$ cat src/rtl/uart_rx.sv
// rtl/uart_rx.sv - 8N1 UART receiver with RX FIFO and device-bus status/data registers
//
// Purpose: receives LSB-first 8N1 frames on uart_rx_i and samples each bit at mid-bit
//          using a baud counter derived from clk_i. Good bytes are buffered in an RX FIFO.
//          Data and status are read through a single-cycle request/response device bus.
// Ports:
//   clk_i, rst_ni      clock, asynchronous active-low reset
//   device_req_i       single-cycle bus request
//   device_addr_i      byte address, [11:0] decoded (0x0 RXDATA, 0x4 STATUS)
//   device_we_i        1 = write, 0 = read
//   device_be_i        byte enables, access acts only when be[0]=1
//   device_wdata_i     write data (STATUS W1C: bit1 frame_err, bit2 overflow)
//   device_rvalid_o    response, one cycle after every request
//   device_rdata_o     read data, valid with rvalid
//   uart_rx_i          asynchronous serial input, idle high
//   rx_irq_o           FIFO not empty or any sticky error set
module uart_rx #(
   parameter int ClockFrequency = 50_000_000,
   parameter int BaudRate       = 115_200,
   parameter int FifoDepth      = 64
) (
   input  logic        clk_i,
   input  logic        rst_ni,
   input  logic        device_req_i,
   input  logic [31:0] device_addr_i,
   input  logic        device_we_i,
   input  logic [3:0]  device_be_i,
   input  logic [31:0] device_wdata_i,
   output logic        device_rvalid_o,
   output logic [31:0] device_rdata_o,
   input  logic        uart_rx_i,
   output logic        rx_irq_o
);

   localparam int ClocksPerBaud = ClockFrequency / BaudRate;
   localparam int HalfBaud      = ClocksPerBaud / 2;
   localparam int CntW          = $clog2(ClocksPerBaud);
   localparam int AddrW         = $clog2(FifoDepth);

   typedef enum logic [1:0] {
      S_IDLE,
      S_START,
      S_DATA,
      S_STOP
   } state_t;

   // Input synchroniser and edge detector; preset high so reset looks like an idle line.
   logic r_sync1, r_sync2, r_rx_q;
   logic w_fall;

   state_t            r_state;
   logic [CntW-1:0]   r_cnt;
   logic [2:0]        r_bit_cnt;
   logic [7:0]        r_shift;
   logic              r_push;
   logic              r_frame_set;

   logic [7:0]        r_mem [FifoDepth];
   logic [AddrW:0]    r_wptr, r_rptr;
   logic              r_frame_err, r_overflow;
   logic              r_rvalid;
   logic [31:0]       r_rdata;

   logic              w_full, w_not_empty;
   logic              w_acc, w_pop, w_push_ok;
   logic              w_clr_frame, w_clr_ovf;
   logic [11:0]       w_reg_addr;
   logic [7:0]        w_head;
   logic [31:0]       w_rdata_next;
   logic              w_unused;

   assign w_fall = r_rx_q & ~r_sync2;

   always_ff @(posedge clk_i or negedge rst_ni) begin
      if (!rst_ni) begin
         r_sync1 <= 1'b1;
         r_sync2 <= 1'b1;
         r_rx_q  <= 1'b1;
      end else begin
         r_sync1 <= uart_rx_i;
         r_sync2 <= r_sync1;
         r_rx_q  <= r_sync2;
      end
   end

   // Receive FSM. The counter counts down to 0; it is reloaded at the start edge with a
   // half bit so every later sample lands mid-bit relative to that edge.
   always_ff @(posedge clk_i or negedge rst_ni) begin
      if (!rst_ni) begin
         r_state     <= S_IDLE;
         r_cnt       <= '0;
         r_bit_cnt   <= '0;
         r_shift     <= '0;
         r_push      <= 1'b0;
         r_frame_set <= 1'b0;
      end else begin
         r_push      <= 1'b0;
         r_frame_set <= 1'b0;
         case (r_state)
            S_IDLE: begin
               if (w_fall) begin
                  r_cnt   <= CntW'(HalfBaud - 1);
                  r_state <= S_START;
               end
            end
            S_START: begin
               if (r_cnt == '0) begin
                  if (!r_sync2) begin
                     r_bit_cnt <= '0;
                     r_cnt     <= CntW'(ClocksPerBaud - 1);
                     r_state   <= S_DATA;
                  end else begin
                     r_state <= S_IDLE;
                  end
               end else begin
                  r_cnt <= r_cnt - 1'b1;
               end
            end
            S_DATA: begin
               if (r_cnt == '0) begin
                  r_shift <= {r_sync2, r_shift[7:1]};
                  r_cnt   <= CntW'(ClocksPerBaud - 1);
                  if (r_bit_cnt == 3'd7) begin
                     r_state <= S_STOP;
                  end else begin
                     r_bit_cnt <= r_bit_cnt + 1'b1;
                  end
               end else begin
                  r_cnt <= r_cnt - 1'b1;
               end
            end
            S_STOP: begin
               if (r_cnt == '0) begin
                  if (r_sync2) begin
                     r_push <= 1'b1;
                  end else begin
                     r_frame_set <= 1'b1;
                  end
                  r_state <= S_IDLE;
               end else begin
                  r_cnt <= r_cnt - 1'b1;
               end
            end
            default: r_state <= S_IDLE;
         endcase
      end
   end

   // FIFO status; pointers carry one extra wrap bit to tell full from empty.
   assign w_not_empty = (r_wptr != r_rptr);
   assign w_full      = (r_wptr[AddrW] != r_rptr[AddrW]) &&
                        (r_wptr[AddrW-1:0] == r_rptr[AddrW-1:0]);
   assign w_head      = r_mem[r_rptr[AddrW-1:0]];

   assign w_reg_addr  = device_addr_i[11:0];
   assign w_acc       = device_req_i & device_be_i[0];
   assign w_pop       = w_acc & ~device_we_i & (w_reg_addr == 12'h000) & w_not_empty;
   assign w_clr_frame = w_acc & device_we_i & (w_reg_addr == 12'h004) & device_wdata_i[1];
   assign w_clr_ovf   = w_acc & device_we_i & (w_reg_addr == 12'h004) & device_wdata_i[2];
   // A pop in the same cycle frees the slot, so a push into a full FIFO still lands.
   assign w_push_ok   = r_push & (~w_full | w_pop);

   always_comb begin
      w_rdata_next = '0;
      if (w_acc && !device_we_i) begin
         case (w_reg_addr)
            12'h000: w_rdata_next = {23'b0, w_not_empty, (w_not_empty ? w_head : 8'h00)};
            12'h004: w_rdata_next = {28'b0, w_full, r_overflow, r_frame_err, w_not_empty};
            default: w_rdata_next = '0;
         endcase
      end
   end

   always_ff @(posedge clk_i) begin
      if (w_push_ok) begin
         r_mem[r_wptr[AddrW-1:0]] <= r_shift;
      end
   end

   always_ff @(posedge clk_i or negedge rst_ni) begin
      if (!rst_ni) begin
         r_wptr      <= '0;
         r_rptr      <= '0;
         r_frame_err <= 1'b0;
         r_overflow  <= 1'b0;
         r_rvalid    <= 1'b0;
         r_rdata     <= '0;
      end else begin
         if (w_push_ok) begin
            r_wptr <= r_wptr + 1'b1;
         end
         if (w_pop) begin
            r_rptr <= r_rptr + 1'b1;
         end
         // Sticky errors: a set in the same cycle as a clear wins.
         if (r_frame_set) begin
            r_frame_err <= 1'b1;
         end else if (w_clr_frame) begin
            r_frame_err <= 1'b0;
         end
         if (r_push && !w_push_ok) begin
            r_overflow <= 1'b1;
         end else if (w_clr_ovf) begin
            r_overflow <= 1'b0;
         end
         r_rvalid <= device_req_i;
         r_rdata  <= w_rdata_next;
      end
   end

   assign device_rvalid_o = r_rvalid;
   assign device_rdata_o  = r_rdata;
   assign rx_irq_o        = w_not_empty | r_frame_err | r_overflow;

   assign w_unused = &{1'b0, device_addr_i[31:12], device_be_i[3:1],
                       device_wdata_i[31:3], device_wdata_i[0]};

endmodule

$ cat config.mk
export PLATFORM = sky130hd
export DESIGN_NAME = uart_rx
export DESIGN_NICKNAME = d
export VERILOG_FILES = /design/src/rtl/uart_rx.sv
export SDC_FILE = /design/constraint.sdc
export NUM_CORES = 1
export LEC_CHECK = 0
export ABC_CLOCK_PERIOD_IN_PS = 3250
export CAP_MARGIN = 25
export CORE_ASPECT_RATIO = 0.9
export CORE_UTILIZATION = 25
export DETAILED_ROUTE_END_ITERATION = 8
export PLACE_DENSITY = 0.47
export SETUP_SLACK_MARGIN = 0.05
export SLEW_MARGIN = 0
export SYNTH_ARGS = -nofsm -noshare
export SYNTH_HDL_FRONTEND = slang
export SYNTH_SLANG_ARGS = --single-unit
$ cat constraint.sdc
create_clock -name clk_i -period 3.25 [get_ports clk_i]
set_clock_uncertainty 0.2 [all_clocks]
set_input_delay 0.65 -clock clk_i [delete_from_list [all_inputs] [get_ports clk_i]]
set_output_delay 0.65 -clock clk_i [all_outputs]
set_load 0.005 [all_outputs]
==> results of run 1 <==
-- cell usage in the layout (no fill, tap or decap), types with 7 or more instances in the layout --
master           Yosys  routed
conb_1               1      23
ha_1                10      10
a22oi_1             15      15
mux2i_1             62      62
nor3_1               8       8
mux4_2             119     119
a21oi_1             10       9
clkbuf_16            0      62
buf_12               0       8
nor2_1              97      97
clkinv_1             0      15
o21ai_0             27      27
xnor2_1             12      12
clkbuf_1            27      13
clkdlybuf4s50_1      0      28
bufinv_16            0       7
inv_1               13      13
dfrtp_1             50      39
nand2_1             39      39
buf_4               30     139
mux2_2              12      12
clkinv_2             0      11
dfrtp_2              0       8
edfxtp_1           512     512
nand3_1             26      26
-- final timing paths --
kind | start | endpoint | slack, ns
setup / recovery | r_rptr[1] | rx_irq_o | 0.07
setup reg to reg | r_rptr[0] | device_rdata_o[0] | 0.24
min in group asynchronous | rst_ni | device_rvalid_o | 0.47
max in group asynchronous | rst_ni | r_rptr[0] | 1.62
hold reg to reg | r_sync1 | r_sync2 | 0.15
hold / removal | r_sync1 | r_sync2 | 0.15
-- critical path, cell delays in order (launching register included) --
cell and delay (ns):
dfrtp_4 0.49, xor2_2 0.19, nor4_4 0.31, nand3_1 0.15
or3_4 0.42, buf_6 0.14
-- stage by stage --
stage | setup WS (ns) | utilization, % | hold WS, ns | total power [mW] | cell area, µm²
5_1_grt | -0.00671 | 30.4 | 0.164 | 16.2 | 27300
3_5_place_dp | -0.354 | 28.2 | 0.148 | 9.06 | 25300
4_1_cts | -0.0237 | 30.3 | 0.156 | 15.8 | 27200
6_report | 0.0747 | 30.4 | 0.155 | 15.6 | 27300
2_1_floorplan | 0.193 | - | 0.145 | 8.76 | 22800
3_3_place_gp | -0.330 | 28.2 | 0.146 | 9.02 | 25300
-- kinds of logic (layout without fill, tap and decap cells) --
| family | count (synthesis) | after routing | synth area share (%) |
|---|---|---|---|
| and+or+nand+nor | 220 | 220 | 4.56 |
| DFF | 565 | 565 | 73.4 |
| AOI/OAI and AO/OA | 101 | 101 | 3.08 |
| other | 1 | 23 | 0.0165 |
| adders and majority gates | 10 | 10 | 0.550 |
| buffers and inverters | 103 | 301 | 2.57 |
| xor gates and xnor gates | 19 | 19 | 0.731 |
| muxes | 193 | 193 | 15.1 |
-- per-layer routing --
layer / track usage [%] / share of wire [%] / vias up
met5: 0 / 0 / -
met4: 2.51 / 1.2 / 0
met3: 2.45 / 5.2 / 51
met2: 18.6 / 45 / 254
met1: 17.7 / 48 / 6152
li1: - / - / 5146
-- report_power, final --
part	total, mW	internal (mW)	switching [mW]
clock	6.70	3.96	2.75
sequential	8.16	8.02	0.146
combinational	0.764	0.305	0.459
total	15.6	12.3	3.35
-- state kept, by name, summed over array words and instances, names as in the netlist, 3 cells and up, named ones only --
register / cells
r_mem: 512
r_shift: 8
r_bit_cnt: 3
device_rdata_o: 9
r_wptr: 7
r_cnt: 9
r_rptr: 7
-- repair_timing --
action | 4_1_cts | 5_1_grt
hold endpoints to repair | 24 | 0
setup buffers | 3 | 1
gates resized for setup | 7 | 5
gates cloned | 0 | 1
hold buffers | 1 | 0
pin swaps | 4 | 3
setup endpoints to repair | 1 | 3
-- area by class of cell --
type | count | area, µm² | share of cell area [%]
sequential | 565 | 16700 | 61.3
multi-input combinational | 566 | 5600 | 20.5
clock buffer | 74 | 1580 | 5.77
timing repair buffer | 180 | 1560 | 5.72
tap | 1166 | 1460 | 5.34
clock inverter | 34 | 330 | 1.21
inverter | 13 | 48.8 | 0.179
==> impl_metrics.yaml, run 1 <==
timing:
  finalHoldViolations: 0
  drv_slew: 0
  period_minus_slack_ns: 3.18
  setup_viol: 0
  worst_slew_pin_slew_ns: 0.839
  rsz0062_at_grt: "yes"
  max_freq_mhz: 315
  setup_tns_ns: 0
  slew_headroom_pct: 44.1
  finalCritPeriodShare_pct: 97.7
global_routing:
  grt_util_all_layers_pct: 12.1
  grt_pass1_wl_um: 82000
  antenna_found_initial: 0
  grt_pass1_vias: 12005
  overflow: 0
  grt_max_degree: 77
clocking:
  clockRootBuffer: "clkbuf_16"
  clk_latency_ns: 0.61
  htreeDepth: 2
  cts_buffer_depth: 3
  cts_tree: "done"
  clk_pin_slew_worst_paths_ns: 0.06
  cts_inserted_buffers: 58
  clock_sink_count: 565
critical_path:
  worst_setup_path_end_kind: "output pin"
  worst-path-max-fanout: 3
  worstPathRequired_ns: 2.40
  crit_path_start_kind: "register"
  path_class: "register to output pin"
  reg2reg_depth: 7
  cp.arrival_ns: 2.33
route:
  first_iter_violations: 817
  wl_um: 56100
  dr_total_vias: 11603
  wl_per_cell_um: 21.6
  via_per_inst: 4.47
  detail-route-antenna-nets: 0
  drc: 0
  first_pass_iters: 7
final_layout:
  instances_no_fill: 2598
  area_growth_pct: 20.0
  final_nets: 1467
  antennaDiodeCount: 0
  drive_gt1_share_pct: 27.7
  fillers: 8794
die:
  die_w_um: 320
  die-height_um: 288
  start_util_pct: 25.3
  dieArea_mm2: 0.0922
  num_io_pins: 107
  core-area_mm2: 0.0898
  rows: 104
power:
  power_leakage_nw: 8.94
  ir_drop_mv: 0.366
  power.density_mw_per_mm2: 573
synthesis:
  ys_ff_latch: 565
  netlist_instances: 1212
  avgSynthCellArea_um2: 18.8
  synth_top_cell_by_area: "edfxtp_1"
  synth_top_area_share_pct: 67.6
  synth_edf_count: 512
  synth_cell_types: 63
  yosys_warnings: 0
  synthMostInstantiatedCell: "edfxtp_1"
  ys.flop_type: "edfxtp_1"
  synthTopCellsByArea: "edfxtp_1 68%, mux4_2 12%, dfrtp_1 5.5%"
  seq_area_frac_synth_pct: 73.4
  synthesis.area_mm2: 0.0228
  synth_common_cells: "512 x edfxtp_1, 119 x mux4_2, 97 x nor2_1"
  ys_async_sr_fraction_pct: 9.38
placement:
  portBuffers: 30
  dp.cells: 2484
  dp_hpwl_um: 35300
  place.gp.congestion: 0.779
min_path:
  holdCritPathClass: "register to register"
  hold_depth: 0
flow_run:
  max_cap_viol_count: 0
outcome:
  status: "complete, no violations"
No activity file was read; power rests on OpenSTA's default activity.
==> inputs of run 2 (changes only) <==
--- a/config.mk
+++ b/config.mk
@@ -5,12 +5,13 @@
 export SDC_FILE = /design/constraint.sdc
 export NUM_CORES = 1
 export LEC_CHECK = 0
+export ABC_AREA = 1
 export ABC_CLOCK_PERIOD_IN_PS = 3250
 export CAP_MARGIN = 25
 export CORE_ASPECT_RATIO = 0.9
-export CORE_UTILIZATION = 25
+export CORE_UTILIZATION = 59
 export DETAILED_ROUTE_END_ITERATION = 8
-export PLACE_DENSITY = 0.47
+export PLACE_DENSITY = 0.85
 export SETUP_SLACK_MARGIN = 0.05
 export SLEW_MARGIN = 0
 export SYNTH_ARGS = -nofsm -noshare
==> impl_metrics.yaml, run 2 <==
min_path:
  holdCritPathClass: "register to register"
  hold_end: "r_sync2"
  hp-start: "r_sync1"
  hold_depth: 0
route:
  wl_um: 60500
  drc: 0
  dr_total_vias: 17181
  first_iter_violations: 2388
  via_per_inst: 5.93
  first_pass_iters: 7
  wl_per_cell_um: 20.9
  detail-route-antenna-nets: 0
critical_path:
  slowest_stage: "dfrtp_4"
  path_buf_inv: 1
  path_cells: "nand2_1, nand4_1, nor2_1, nand2_2, nor2_4, nand2_1, clkdlybuf4s50_1"
  worstReg2RegStart: "r_rptr[2]"
  cp_common_cell: "nand2_1"
  crit_path_max_incr_delay_ns: 0.53
  reg2reg_to: "device_rdata_o[2]"
  crit_path_start_kind: "register"
  reg2reg_depth: 14
  path_class: "register to output pin"
  worst-path-max-fanout: 4
  worstPathRequired_ns: 2.40
  r2r_setup_slack_ns: 0.27
  worst_setup_path_end_kind: "output pin"
  cpLargestDelayFamily: "simple AND/OR/NAND/NOR gates"
  cp.arrival_ns: 2.30
die:
  die-height_um: 194
  num_io_pins: 107
  die_w_um: 216
  start_util_pct: 59.7
  dieArea_mm2: 0.0420
  rows: 70
  core-area_mm2: 0.0406
final_layout:
  area_growth_pct: 12.3
  final_nets: 2398
  mostFrequentLayoutCell: "edfxtp_1"
  largest_register_ffs: 512
  fillers: 2765
  multi_input_area_mm2: 0.00616
  postLayoutCoreUtil_pct: 67.1
  seq_area_mm2: 0.0167
  mostFrequentLayoutCells: "512 x edfxtp_1, 482 x nand2_1, 342 x nor2_1"
  drive_gt1_share_pct: 10.3
  antennaDiodeCount: 0
timing:
  holdWs_ns: 0.163
  worst_slew_pin_slew_ns: 0.869
  period_minus_slack_ns: 3.15
  drv_slew: 0
  finalCritPeriodShare_pct: 96.9
  slew_headroom_pct: 41.8
  rsz0062_at_grt: "no"
  finalHoldViolations: 0
  max_freq_mhz: 318
  setup_tns_ns: 0
  setup_viol: 0
synthesis:
  synthMostInstantiatedCell: "edfxtp_1"
  synth_common_cells: "512 x edfxtp_1, 483 x nand2_1, 342 x nor2_1"
  synth_cell_types: 39
  ys_ff_latch: 565
  synthesis.area_mm2: 0.0243
  ys.flop_type: "edfxtp_1"
  avgSynthCellArea_um2: 10.9
  ys_async_sr_fraction_pct: 9.38
  synth_top_cell_by_area: "edfxtp_1"
  synthTopCellsByArea: "edfxtp_1 63%, nand2_1 7.5%, nor2_1 5.3%"
  seq_area_frac_synth_pct: 68.8
  synth_edf_count: 512
  synth_top_area_share_pct: 63.3
  yosys_warnings: 0
  netlist_instances: 2232
power:
  p_switching_mw: 3.32
  power_leakage_nw: 10.5
  p_seq_share_pct: 54.1
  power.density_mw_per_mm2: 557
  switching_share_pct: 21.8
  pwr-share-comb_pct: 5.3
  p_clk_share_pct: 40.6
  internal_power_mw: 11.9
  ir_drop_mv: 0.603
clocking:
  cts_buffer_depth: 3
  clk_latency_ns: 0.60
  clock_sink_count: 565
  cts_inserted_buffers: 53
  clockRootBuffer: "clkbuf_16"
  clk_pin_slew_worst_paths_ns: 0.06
  htreeDepth: 2
  cts_tree: "done"
global_routing:
  grt_pass1_wl_um: 92500
  grt_pass1_vias: 16837
  grt_max_degree: 139
  antenna_found_initial: 0
  overflow: 0
  grt_util_all_layers_pct: 28.8
placement:
  place.gp.congestion: 0.984
  portBuffers: 30
  dp_hpwl_um: 35700
outcome:
  status: "complete, no violations"
flow_run:
  max_cap_viol_count: 0
-- run 2: area by class of cell --
cell class / instances / share of cell area [%]
inverter: 195 / 2.70
sequential: 565 / 61.3
tap: 540 / 2.48
timing repair buffer: 141 / 4.48
multi-input combinational: 1359 / 22.6
clock buffer: 71 / 5.64
clock inverter: 26 / 0.771
-- run 2: how the worst max path moves through the flow --
stage / cells after the start / slack (ns) / start / to
floorplan: 10 / 0.69 / device_addr_i[7] / r_mem[1][0]
global placement: 11 / 0.09 / device_addr_i[5] / r_mem[62][3]
detailed placement: 11 / 0.05 / device_addr_i[6] / r_mem[62][0]
CTS: 7 / 0.1 / r_rptr[0] / rx_irq_o
global route: 7 / 0.07 / r_rptr[0] / rx_irq_o
finish: 7 / 0.10 / r_rptr[0] / rx_irq_o
-- run 2: cell families (layout without fill, tap and decap cells) --
logic type                 count (synthesis)  count (layout)  synth area share [%]
xor gates and xnor gates                  17              17                 0.613
muxes                                      2               2                0.0928
DFF                                      565             565                  68.8
and+or+nand+nor                         1019            1019                  17.2
AOI/OAI and AO/OA                        288             288                  6.56
buffers and inverters                    330             433                  6.20
other                                      1              23                0.0154
adders and majority gates                 10              10                 0.515
-- run 2: per-stage QoR --
stage	worst slack (ns)	instances	area (µm²)	power, mW
after floorplan	0.689	2254	24400	8.83
after detailed placement	0.0455	2794	25500	9.13
final	0.101	2897	27300	15.2
after global placement	0.0864	2794	25500	9.07
after CTS	0.0991	2894	27200	15.2
after global routing	0.0681	2897	27300	15.6
-- run 2: timing repair --
action	in CTS	in global routing
hold buffers	1	0
endpoints found under the setup margin	1	1
setup buffers	2	3
resized for setup	3	5
pin swaps	0	1
endpoints found under the hold margin	31	0
-- run 2: layer usage --
metal,share of wire (%),track usage [%],up-vias,routed length [µm]
li1,-,-,7656,-
met1,37,37.6,8217,22500
met2,48,47.3,1143,29200
met3,11,5.84,165,6560
met4,3.7,11.8,0,2250
met5,0,0,-,0
-- run 2: power groups by stage --
| stage | registers, mW | clock network, mW | logic [mW] |
|---|---|---|---|
| finish | 8.22 | 6.17 | 0.803 |
| global route | 8.23 | 6.48 | 0.884 |
| CTS | 8.22 | 6.20 | 0.774 |
| floorplan | 8.38 | 0 | 0.443 |
| global placement | 8.36 | 0 | 0.709 |
| detailed placement | 8.37 | 0 | 0.763 |
==> inputs of run 3 (changes only) <==
==> constraint.sdc (replaced) <==
create_clock -name clk_i -period 3.25 [get_ports clk_i]
set_clock_uncertainty 0.2 [all_clocks]
set_input_delay 0.325 -clock clk_i [delete_from_list [all_inputs] [get_ports clk_i]]
set_output_delay 0.325 -clock clk_i [all_outputs]
set_load 0.005 [all_outputs]
==> impl_metrics.yaml, run 3 (same netlist as run 2, synthesis figures left out) <==
outcome:
  status: "complete, no violations"
global_routing:
  met2_usage_pct: 45.2
  grt_pass1_vias: 16703
  antenna_found_initial: 1
  grt_pass1_wl_um: 92200
  grt_max_degree: 154
  use_met3_pct: 6.68
  grtUsageMet1_pct: 38.6
  grt_util_all_layers_pct: 28.6
  overflow: 0
  grt_busiest_layer: "met2"
final_layout:
  final_nets: 2387
  mostFrequentLayoutCells: "512 x edfxtp_1, 483 x nand2_1, 342 x nor2_1"
  largest_register_ffs: 512
  fillers: 2687
  final_area_mm2: 0.0271
  mostFrequentLayoutCell: "edfxtp_1"
  instances_no_fill: 2886
  drive_gt1_share_pct: 9.08
  area_growth_pct: 11.8
die:
  num_io_pins: 107
  die-height_um: 194
  rows: 70
  start_util_pct: 59.7
  core-area_mm2: 0.0406
  dieArea_mm2: 0.0420
  die_w_um: 216
timing:
  worst_slew_pin_slew_ns: 0.897
  max_freq_mhz: 340
  rsz0062_at_grt: "no"
  setup_tns_ns: 0
  fin_ws_ns: 0.306
  drv_slew: 0
  slew_headroom_pct: 40.2
  finalHoldViolations: 0
  finalCritPeriodShare_pct: 90.6
  period_minus_slack_ns: 2.94
  setup_viol: 0
min_path:
  holdCritPathClass: "input port to register"
  hold_depth: 1
power:
  power_leakage_nw: 10.5
  power.density_mw_per_mm2: 550
  ir_drop_mv: 0.525
clocking:
  clock_sink_count: 565
  post_cts_buffers: 0
  cts_tree: "done"
  clockRootBuffer: "clkbuf_16"
  clk_pin_slew_worst_paths_ns: 0.06
  clk_latency_ns: 0.58
  cts_buffer_depth: 3
  cts_inserted_buffers: 52
  htreeDepth: 2
critical_path:
  path_class: "register to register"
  worstPathRequired_ns: 3.55
  slowest_stage: "dfrtp_4"
  reg2reg_depth: 13
  cp.arrival_ns: 3.24
  crit_path_start_kind: "register"
  path_cells: "inv_6, buf_12, buf_12, nand2_1, nand2_1, nand2_1, a21oi_1, nor2_1, nand2_1, nand3_1, nand2_1, nand2_1, a21oi_1"
  crit_path_max_incr_delay_ns: 0.52
  cp_common_cell: "nand2_1"
  worst-path-max-fanout: 134
  worst_setup_path_end_kind: "register"
route:
  wl_um: 59300
  wl_per_cell_um: 20.5
  via_per_inst: 5.91
  drc: 0
  dr_total_vias: 17058
  detail-route-antenna-nets: 0
  first_iter_violations: 2561
  first_pass_iters: 8
placement:
  dp.cells: 2788
  dp_hpwl_um: 35000
  place_ws_ns: 0.299
  portBuffers: 30
  dpl_cell_area_mm2: 0.0255
  place.gp.congestion: 0.966
flow_run:
  max_cap_viol_count: 0
## run 3: cell count changes in the layout (fill, tap and decap cells not counted), moves of 2 or more
cell / before / now
clkbuf_16: 56 / 54
dfrtp_1: 35 / 40
clkbuf_8: 8 / 4
inv_6: 3 / 1
clkbuf_1: 7 / 16
clkinv_2: 12 / 8
dfrtp_2: 13 / 8
buf_12: 7 / 11
buf_4: 102 / 88
## run 3: cell type report
type / instances / area (µm²) / share of cell area, %
Sequential cell: 565 / 16700 / 61.6
Timing Repair Buffer: 131 / 1200 / 4.41
Multi-Input combinational cell: 1359 / 6150 / 22.7
Clock buffer: 74 / 1470 / 5.40
Clock inverter: 21 / 184 / 0.678
Antenna cell: 1 / 2.50 / 0.00922
Inverter: 195 / 737 / 2.72
Tap cell: 540 / 676 / 2.49
## run 3: final timing paths
path                         startpoint           endpoint  slack, ns
max                           r_rptr[0]  device_rdata_o[2]       0.31
min                        device_req_i    device_rvalid_o       0.06
max reg2reg                   r_rptr[0]  device_rdata_o[2]       0.31
min reg2reg                     r_sync1            r_sync2       0.16
max in group asynchronous        rst_ni          r_wptr[4]       1.88
min in group asynchronous        rst_ni           r_cnt[2]       0.22
## run 3: critical path: cells and delay by family, from the launching register on
family	cells	cell delay [ns]
compound gates	2	0.47
buf+inv	3	0.78
flops	1	0.52
simple gates	8	0.72
## run 3: power by group
part	total, mW	leakage [nW]	switching, mW	internal [mW]
combinational	0.748	4.25	0.524	0.225
clock	5.94	0.806	2.57	3.37
sequential	8.24	5.40	0.144	8.09
## run 3: repair_timing
action,CTS,global route
setup endpoints to repair,0,0
resized for setup,0,0
hold endpoints to repair,37,0
hold buffers,2,0
## run 3: stage by stage
stage | utilization [%] | power [mW] | hold WS (ns)
final | 66.8 | 14.9 | 0.0643
after global routing | 66.8 | 15.3 | 0.0805
after CTS | 66.8 | 14.9 | 0.0581
after detailed placement | 62.7 | 9.11 | 0.154
after global placement | 62.7 | 9.06 | 0.148
after floorplan | - | 8.83 | -0.171
## run 3: per-layer routing
| layer | up-vias | routed length, µm |
|---|---|---|
| li1 | 7645 | - |
| met5 | - | 0 |
| met4 | 0 | 2480 |
| met3 | 196 | 7210 |
| met1 | 8070 | 21900 |
| met2 | 1147 | 27700 |
